===== src/rtl/instr_fetch_if.sv =====
// Instruction-memory request/response bus between the fetch unit (master) and the instruction memory (slave).
interface instr_fetch_if;
   logic        imemReq;
   logic [31:0] imemAddr;
   logic        imemGnt;
   logic        imemRvalid;
   logic [31:0] imemRdata;

   modport master (
      output imemReq, imemAddr,
      input  imemGnt, imemRvalid, imemRdata
   );

   modport slave (
      input  imemReq, imemAddr,
      output imemGnt, imemRvalid, imemRdata
   );
endinterface


===== src/rtl/instr_fetch.sv =====
// Single-outstanding instruction fetch FSM: IDLE -> REQ -> WAIT -> VALID, with flush/stall handling.
// Optional FETCH_MISALIGN_CHK_EN: block misaligned fetches and raise a sticky fetchMisalign flag.
module instr_fetch (
   input  logic          clk,
   input  logic          rstN,
   input  logic [31:0]   pc,
   output logic          pcAdvance,
   input  logic          flush,
   input  logic          stallIn,
   instr_fetch_if.master imem,
   output logic          instrValid,
   output logic [31:0]   instrOut,
   output logic [31:0]   instrPc,
   output logic          fetchMisalign
);

   localparam logic [1:0] IDLE  = 2'd0;
   localparam logic [1:0] REQ   = 2'd1;
   localparam logic [1:0] WAIT  = 2'd2;
   localparam logic [1:0] VALID = 2'd3;

   logic [1:0]  state_q, state_d;
   logic [31:0] reqPc_q, reqPc_d;
   logic        dropPending_q, dropPending_d;
   logic [31:0] instrOut_q, instrOut_d;
   logic [31:0] instrPc_q, instrPc_d;
   logic        misalignHit;
   logic        reqOn;

`ifdef FETCH_MISALIGN_CHK_EN
   logic misalign_q, misalign_d;

   assign misalignHit = (state_q == REQ) && (pc[1:0] != 2'b00);

   always_comb begin
      misalign_d = misalign_q;
      if (flush)
         misalign_d = 1'b0;
      else if (misalignHit)
         misalign_d = 1'b1;
   end

   always_ff @(posedge clk or negedge rstN) begin
      if (!rstN)
         misalign_q <= 1'b0;
      else
         misalign_q <= misalign_d;
   end

   assign fetchMisalign = misalign_q;
`else
   assign misalignHit   = 1'b0;
   assign fetchMisalign = 1'b0;
`endif

   assign instrValid = (state_q == VALID);
   assign pcAdvance  = instrValid && !stallIn && !flush;
   assign instrOut   = instrOut_q;
   assign instrPc    = instrPc_q;

   // A flushing REQ cycle withholds the request so no grant is taken for a stale address.
   assign reqOn         = (state_q == REQ) && !flush && !misalignHit;
   assign imem.imemReq  = reqOn;
   assign imem.imemAddr = {pc[31:2], 2'b00};

   always_comb begin
      state_d       = state_q;
      reqPc_d       = reqPc_q;
      dropPending_d = dropPending_q;
      instrOut_d    = instrOut_q;
      instrPc_d     = instrPc_q;
      case (state_q)
         IDLE: state_d = REQ;
         REQ: begin
            if (reqOn && imem.imemGnt) begin
               reqPc_d = pc;
               state_d = WAIT;
            end
         end
         WAIT: begin
            if (imem.imemRvalid) begin
               dropPending_d = 1'b0;
               if (!flush && !dropPending_q) begin
                  instrOut_d = imem.imemRdata;
                  instrPc_d  = reqPc_q;
                  state_d    = VALID;
               end else begin
                  state_d = REQ;
               end
            end else if (flush) begin
               dropPending_d = 1'b1;
            end
         end
         VALID: begin
            if (flush || pcAdvance)
               state_d = REQ;
         end
         default: state_d = IDLE;
      endcase
   end

   always_ff @(posedge clk or negedge rstN) begin
      if (!rstN) begin
         state_q       <= IDLE;
         reqPc_q       <= 32'h0;
         dropPending_q <= 1'b0;
         instrOut_q    <= 32'h0;
         instrPc_q     <= 32'h0;
      end else begin
         state_q       <= state_d;
         reqPc_q       <= reqPc_d;
         dropPending_q <= dropPending_d;
         instrOut_q    <= instrOut_d;
         instrPc_q     <= instrPc_d;
      end
   end

endmodule

===== src/flat_wrapper.sv =====
// flat-port wrapper written by rule: the top's interface ports become plain ports
module instr_fetch_flat 
  (clk, rstN, pc, pcAdvance, flush, stallIn, instrValid, instrOut, instrPc, fetchMisalign, imem_imemReq, imem_imemAddr, imem_imemGnt, imem_imemRvalid, imem_imemRdata);
  instr_fetch_if imem_i ();
  input  logic clk;
  input  logic rstN;
  input  logic [31:0] pc;
  output logic pcAdvance;
  input  logic flush;
  input  logic stallIn;
  output logic instrValid;
  output logic [31:0] instrOut;
  output logic [31:0] instrPc;
  output logic fetchMisalign;
  output wire logic [$bits(imem_i.imemReq)-1:0] imem_imemReq;
  output wire logic [$bits(imem_i.imemAddr)-1:0] imem_imemAddr;
  input wire logic [$bits(imem_i.imemGnt)-1:0] imem_imemGnt;
  input wire logic [$bits(imem_i.imemRvalid)-1:0] imem_imemRvalid;
  input wire logic [$bits(imem_i.imemRdata)-1:0] imem_imemRdata;
  assign imem_imemReq = imem_i.imemReq;
  assign imem_imemAddr = imem_i.imemAddr;
  assign imem_i.imemGnt = imem_imemGnt;
  assign imem_i.imemRvalid = imem_imemRvalid;
  assign imem_i.imemRdata = imem_imemRdata;
  instr_fetch u_core (.clk(clk), .rstN(rstN), .pc(pc), .pcAdvance(pcAdvance), .flush(flush), .stallIn(stallIn), .imem(imem_i), .instrValid(instrValid), .instrOut(instrOut), .instrPc(instrPc), .fetchMisalign(fetchMisalign));
endmodule

===== config.mk =====
export PLATFORM = sky130hd
export DESIGN_NAME = instr_fetch_flat
export DESIGN_NICKNAME = d
export VERILOG_FILES = /design/src/rtl/instr_fetch_if.sv /design/src/rtl/instr_fetch.sv /design/src/flat_wrapper.sv
export SDC_FILE = /design/constraint.sdc
export NUM_CORES = 1
export LEC_CHECK = 0
export BUFFER_PORTS_ARGS = -buffer_cell sky130_fd_sc_hd__buf_2
export CORE_UTILIZATION = 45
export CTS_CLUSTER_SIZE = 16
export DETAILED_ROUTE_END_ITERATION = 16
export PLACE_DENSITY = 0.76
export SLEW_MARGIN = 40
export SYNTH_ARGS = -nofsm -noshare
export SYNTH_HDL_FRONTEND = slang
export SYNTH_SLANG_ARGS = --single-unit

===== constraint.sdc =====
create_clock -name clk -period 2.2 [get_ports clk]
set_input_delay 0.11 -clock clk [delete_from_list [all_inputs] [get_ports clk]]
set_output_delay 0.11 -clock clk [all_outputs]
set_load 0.1 [all_outputs]

Word level (Yosys, flattened, before mapping)
Index checks and enable logic that the tools add are counted.
{ "totals": {"ram_bits": 0, "wordCells": 33, "input_bits": 70, "mem_count": 0, "output_inout_bits": 100, "regBits": 99, "latchBits": 0, "romBits": 0} }
{ "classes": {"n_addsub": 0, "n_eq_ne": 6, "muxes": 7, "shift": 0, "mul": 0, "bitwise_logic": 0, "n_reduce_logical": 15, "order_cmp": 0, "div_mod_pow": 0} }
{ "ops": {"columns": ["cell", "count"], "rows": [
  ["$mux 2", 4],
  ["$pmux 2 s4", 1],
  ["$ne 2x2->1 const B", 3],
  ["$reduce_and 3->1", 2],
  ["$logic_and 1x1->1", 5],
  ["$eq 2x2->1 const B", 2],
  ["$reduce_and 2->1", 2],
  ["$logic_not 1->1", 3],
  ["$eq 2x1->1 const B", 1],
  ["$logic_not 2->1", 1],
  ["$mux 1", 2],
  ["$reduce_bool 2->1", 1],
  ["$logic_or 1x1->1", 1]
]} }

Logic depth before layout (Yosys ltp)
{ "depth": {"ltp_word": 6, "mapped_depth": 6, "ltp_nobuf": 5} }

Least setup slack after synthesis
OpenSTA, ideal clock, no wires.
{ "synth_path": {"path_type": "register to output", "start": "reg u_core.state_q[0]", "end": "out pcAdvance", "t_arrival_ns": 3.492, "n_path_buf": 0, "slack_ns": -1.402, "required_ns": 2.090, "path_stages_with_launch": 3, "cell_sequence": "dfrtp_1 -> ha_1 -> nor3b_1"} }
{ "synth_via": {"elab_chain_len": 3} }
{ "synth_lines": {"columns": ["item", "line_no", "source"], "rows": [
  ["from (decl)", "instr_fetch.sv:22", "logic [1:0] state_q, state_d;"],
  ["from (signal assigned)", "instr_fetch.sv:110", "state_q <= state_d;"],
  ["$eq 2x2->1", "instr_fetch.sv:56", "assign instrValid = (state_q == VALID);"],
  ["via instrValid", "flat_wrapper.sv:11", "output logic instrValid;"],
  ["$logic_and 1x1->1 (2 in a row)", "instr_fetch.sv:57", "assign pcAdvance = instrValid && !stallIn && !flush;"],
  ["to (decl)", "flat_wrapper.sv:8", "output logic pcAdvance;"]
]} }
The timed path passes the listed nets, and every way through them passes these cells.

Worst setup path in the final report
{ "layout_path": {"start": "reg u_core.state_q[0]", "end": "reg u_core.instrOut_q[22], in the netlist u_core.instrOut[22]"} }
{ "layout_via": {"elab_chain_len": 2} }
{ "layout_lines": {"columns": ["item", "line_no", "source"], "rows": [
  ["$eq 2x2->1", "instr_fetch.sv:72", "case (state_q)"],
  ["$reduce_and 3->1 (no line)", null, null],
  ["to (signal assigned)", "instr_fetch.sv:113", "instrOut_q <= instrOut_d;"],
  ["to (decl)", "instr_fetch.sv:25", "logic [31:0] instrOut_q, instrOut_d;"]
]} }
Every way passes these cells.
A chain may end at the register's enable or synchronous reset.

==> metrics.md <==
| Metric | Value |
|---|---|
| Clock root buffer | clkbuf_8 |
| WP buf/inv | 2 |
| Global Route Usage Sum | 0.188 |
| Startpoint types | flip-flop |
| RSZ-0062 raised after global routing | no |
| Kind of end point of the critical path | flip-flop |
| Final #Nets | 531 |
| Most common flop cell mapped by yosys | dfrtp_1 |
| Die area | 9430 um2 |
| Worst path max stage delay | 0.42 ns |
| Syn_area_per_cell | roughly 16 um2 |
| Largest net degree at the start of global routing | between 50 and 60 |
| Final wirelength | 8.33 mm |
| DR pass1 iterations | 3 |
| Status | completed |
| Post-Synthesis Cells | 260 |
| Worst Path Max Fanout | 33 |
| Flops & latches, synth | 99 |
| Crit-path cells | inv_1 > ha_1 > nand2_1 > nor3_4 > buf_12 > mux2_2 |
| Slew headroom | 0.524 |
| Num CTS Buffers | 9 |
| Reg clk slew, reported paths | 0.09 ns |
| Grt ovf | 0 |
| Number of port buffers | 166 |
| YS warnings | 0 |
| Vias | 2700 |
| Synthesis-to-layout area growth | 37.2% |
| # Post-CTS Setup Buffers | 0 |
| Number of routed nets with antenna violations | 0 |
| DP HPWL | around 5.4 mm |
| Arrival time of the worst setup path | 2.03 ns |
| Num rows | 34 |
| Core area | 8720 um2 |
| Hold Vio Cnt, Final | 0 |
| Max clock buf depth | 2 |
| TritonCTS clock tree | yes |
| H-tree Lvls | 3 |
| Initial antenna violation count | 0 |
| Max Cap Viol | 0 |
| Hold-critical path depth | 2 |
| Chip Width | slightly below 100 um |
| Slew @ Worst Pin | 0.714 ns |
| Drt drc | 0 |
| Initial cell density of the core | 0.467 |
| Sequential fraction of the synthesis area | 0.609 |
| Ys async rst share | 1.00 |
| Worst endpoint required time | 2.43 ns |
| Worst Hold Launch | imem_imemRdata[16] |
| Setup Skew | around 0.011 ns |
| Reg-to-Reg End | u_core.instrOut[22]$_DFFE_PN0P_ |
| Slowest cell on crit path | dfrtp_1 |
| # setup viols final | 0 |
| GP Congestion | 0.711 |
| Hold WC Path Type | in2reg |
| Layout cells sized above 1 | 0.609 |
| N_diodes | 0 |
| Reg2reg start | u_core.state_q[0]$_DFFE_PN0P_ |
| Die H | 97.1 um |
| Worst r2r path cells | 6 |
| Unique cell type count in the Yosys netlist | 21 |
| Period utilisation layout | 0.818 |
| EDFF count, synth | 0 |
| Setup_tns | 0 ns |
| Critical path's top delay family | flip-flops |
| Vias/cell | 4.73 |
| Global-route wire length before repair | about 14 mm |
| Tmin final | 1.80 ns |
| Slew Viols, Final | 0 |
| Setup CP Type | reg2reg |
| R2R setup slack | between 0.3 and 0.4 ns |
| CTS sink count | 99 |
| # IOs | 170 |
| Starting DRT DRC Count | 50 |
| Peak Freq | approximately 560 MHz |
| Wirelength per Cell | 14.6 um |
| Hold Path Sink | u_core.instrOut[16]$_DFFE_PN0P_ |
| Clk_lat worst skew | 0.35 ns |
| Area of the mapped netlist | 4070 um2 |
| Vias in the first global route | 2935 |
==> placed cells by master (no fill, tap or decap) <==
cell type	n
nor3_4	1
o32ai_1	1
mux2_1	5
clkinv_4	1
nand2_1	2
nor2b_1	2
o21bai_1	1
bufinv_16	2
clkinvlp_4	2
buf_4	3
ha_1	2
inv_1	2
ha_2	1
buf_12	3
nand3b_1	1
buf_2	165
conb_1	3
clkbuf_8	10
a211oi_1	2
dfrtp_1	99
a211o_1	1
nor3b_4	1
nor3_1	1
clkinv_2	1
dlygate4sd3_1	56
or3b_2	1
a21oi_1	2
mux2_2	91
and3b_1	1
==> layout make-up <==
type / instances / area (um2)
Sequential cell: 99 / 2480
Tap cell: 108 / 135
Multi-Input combinational cell: 119 / 1270
Fill cell: 657 / 3140
Inverter: 2 / 7.51
Clock inverter: 6 / 88.8
Clock buffer: 10 / 138
Timing Repair Buffer: 227 / 1470
==> registers in the layout (all words and copies together), names as in the netlist <==
signal	count
u_core.dropPending_q	1
u_core.instrOut	32
u_core.reqPc_q	32
u_core.state_q	2
u_core.instrPc	32
==> cell families after synthesis <==
family,synth area share
muxes,0.266
AOI/OAI and AO/OA,0.0123
adders and majority gates,0.00923
other,0.000922
buffers and inverters,0.0849
DFF,0.609
and+or+nand+nor,0.0181
==> repair_timing <==
action	4_1_cts	5_1_grt
hold buffers	55	1
hold endpoints to repair	110	1
gates resized for setup	0	0
==> per-stage QoR <==
stage,area (um2),utilization,hold WS (ns),cells,setup slack (ns)
global route,5580,0.640,0.00568,571,0.271
global placement,4800,0.550,0.201,499,0.479
CTS,5570,0.639,0.000499,570,0.381
detailed placement,4800,0.550,0.215,499,0.425
finish,5580,0.640,0.0200,571,0.399
floorplan,4090,-,-0.186,262,0.0596
==> worst max path at each step <==
stage,start,end,slack [ns],cells after the start
final,u_core.state_q[0]$_DFFE_PN0P_,u_core.instrOut[22]$_DFFE_PN0P_,0.40,6
after global placement,u_core.state_q[0]$_DFFE_PN0P_,u_core.instrOut[26]$_DFFE_PN0P_,0.48,6
after CTS,u_core.state_q[1]$_DFFE_PN0P_,imem_imemReq,0.38,4
after floorplan,u_core.state_q[1]$_DFFE_PN0P_,imem_imemReq,0.06,3
after global routing,u_core.state_q[1]$_DFFE_PN0P_,imem_imemReq,0.27,4
after detailed placement,u_core.state_q[0]$_DFFE_PN0P_,u_core.instrOut[18]$_DFFE_PN0P_,0.42,6
==> per-layer routing <==
layer | global-route usage | routed length [um]
met5 | 0 | 0
met4 | 0.0666 | 123
met3 | 0.0511 | 559
met2 | 0.327 | 4220
met1 | 0.225 | 3430
==> worst register-to-register path: cells and delay by family, from the launching register on <==
family        cells  cell delay, ns
buf+inv           2            0.33
mux               1            0.39
simple gates      2            0.33
fa+ha+maj         1            0.22
flops             1            0.42
==> synthesized netlist by cell type, drive strengths merged (2+ instances only) <==
cell type / n / area [um2]
inv: 2 / 7.51
mux2: 96 / 1080
buf: 42 / 338
a211oi: 2 / 15.0
nor2b: 2 / 12.5
a21oi: 2 / 10.0
dfrtp: 99 / 2480
nand2: 2 / 7.51
nor3: 2 / 21.3
ha: 3 / 37.5
Power is not shown: default switching activity piles up to over one toggle a cycle in this logic, so the estimate is an artifact.
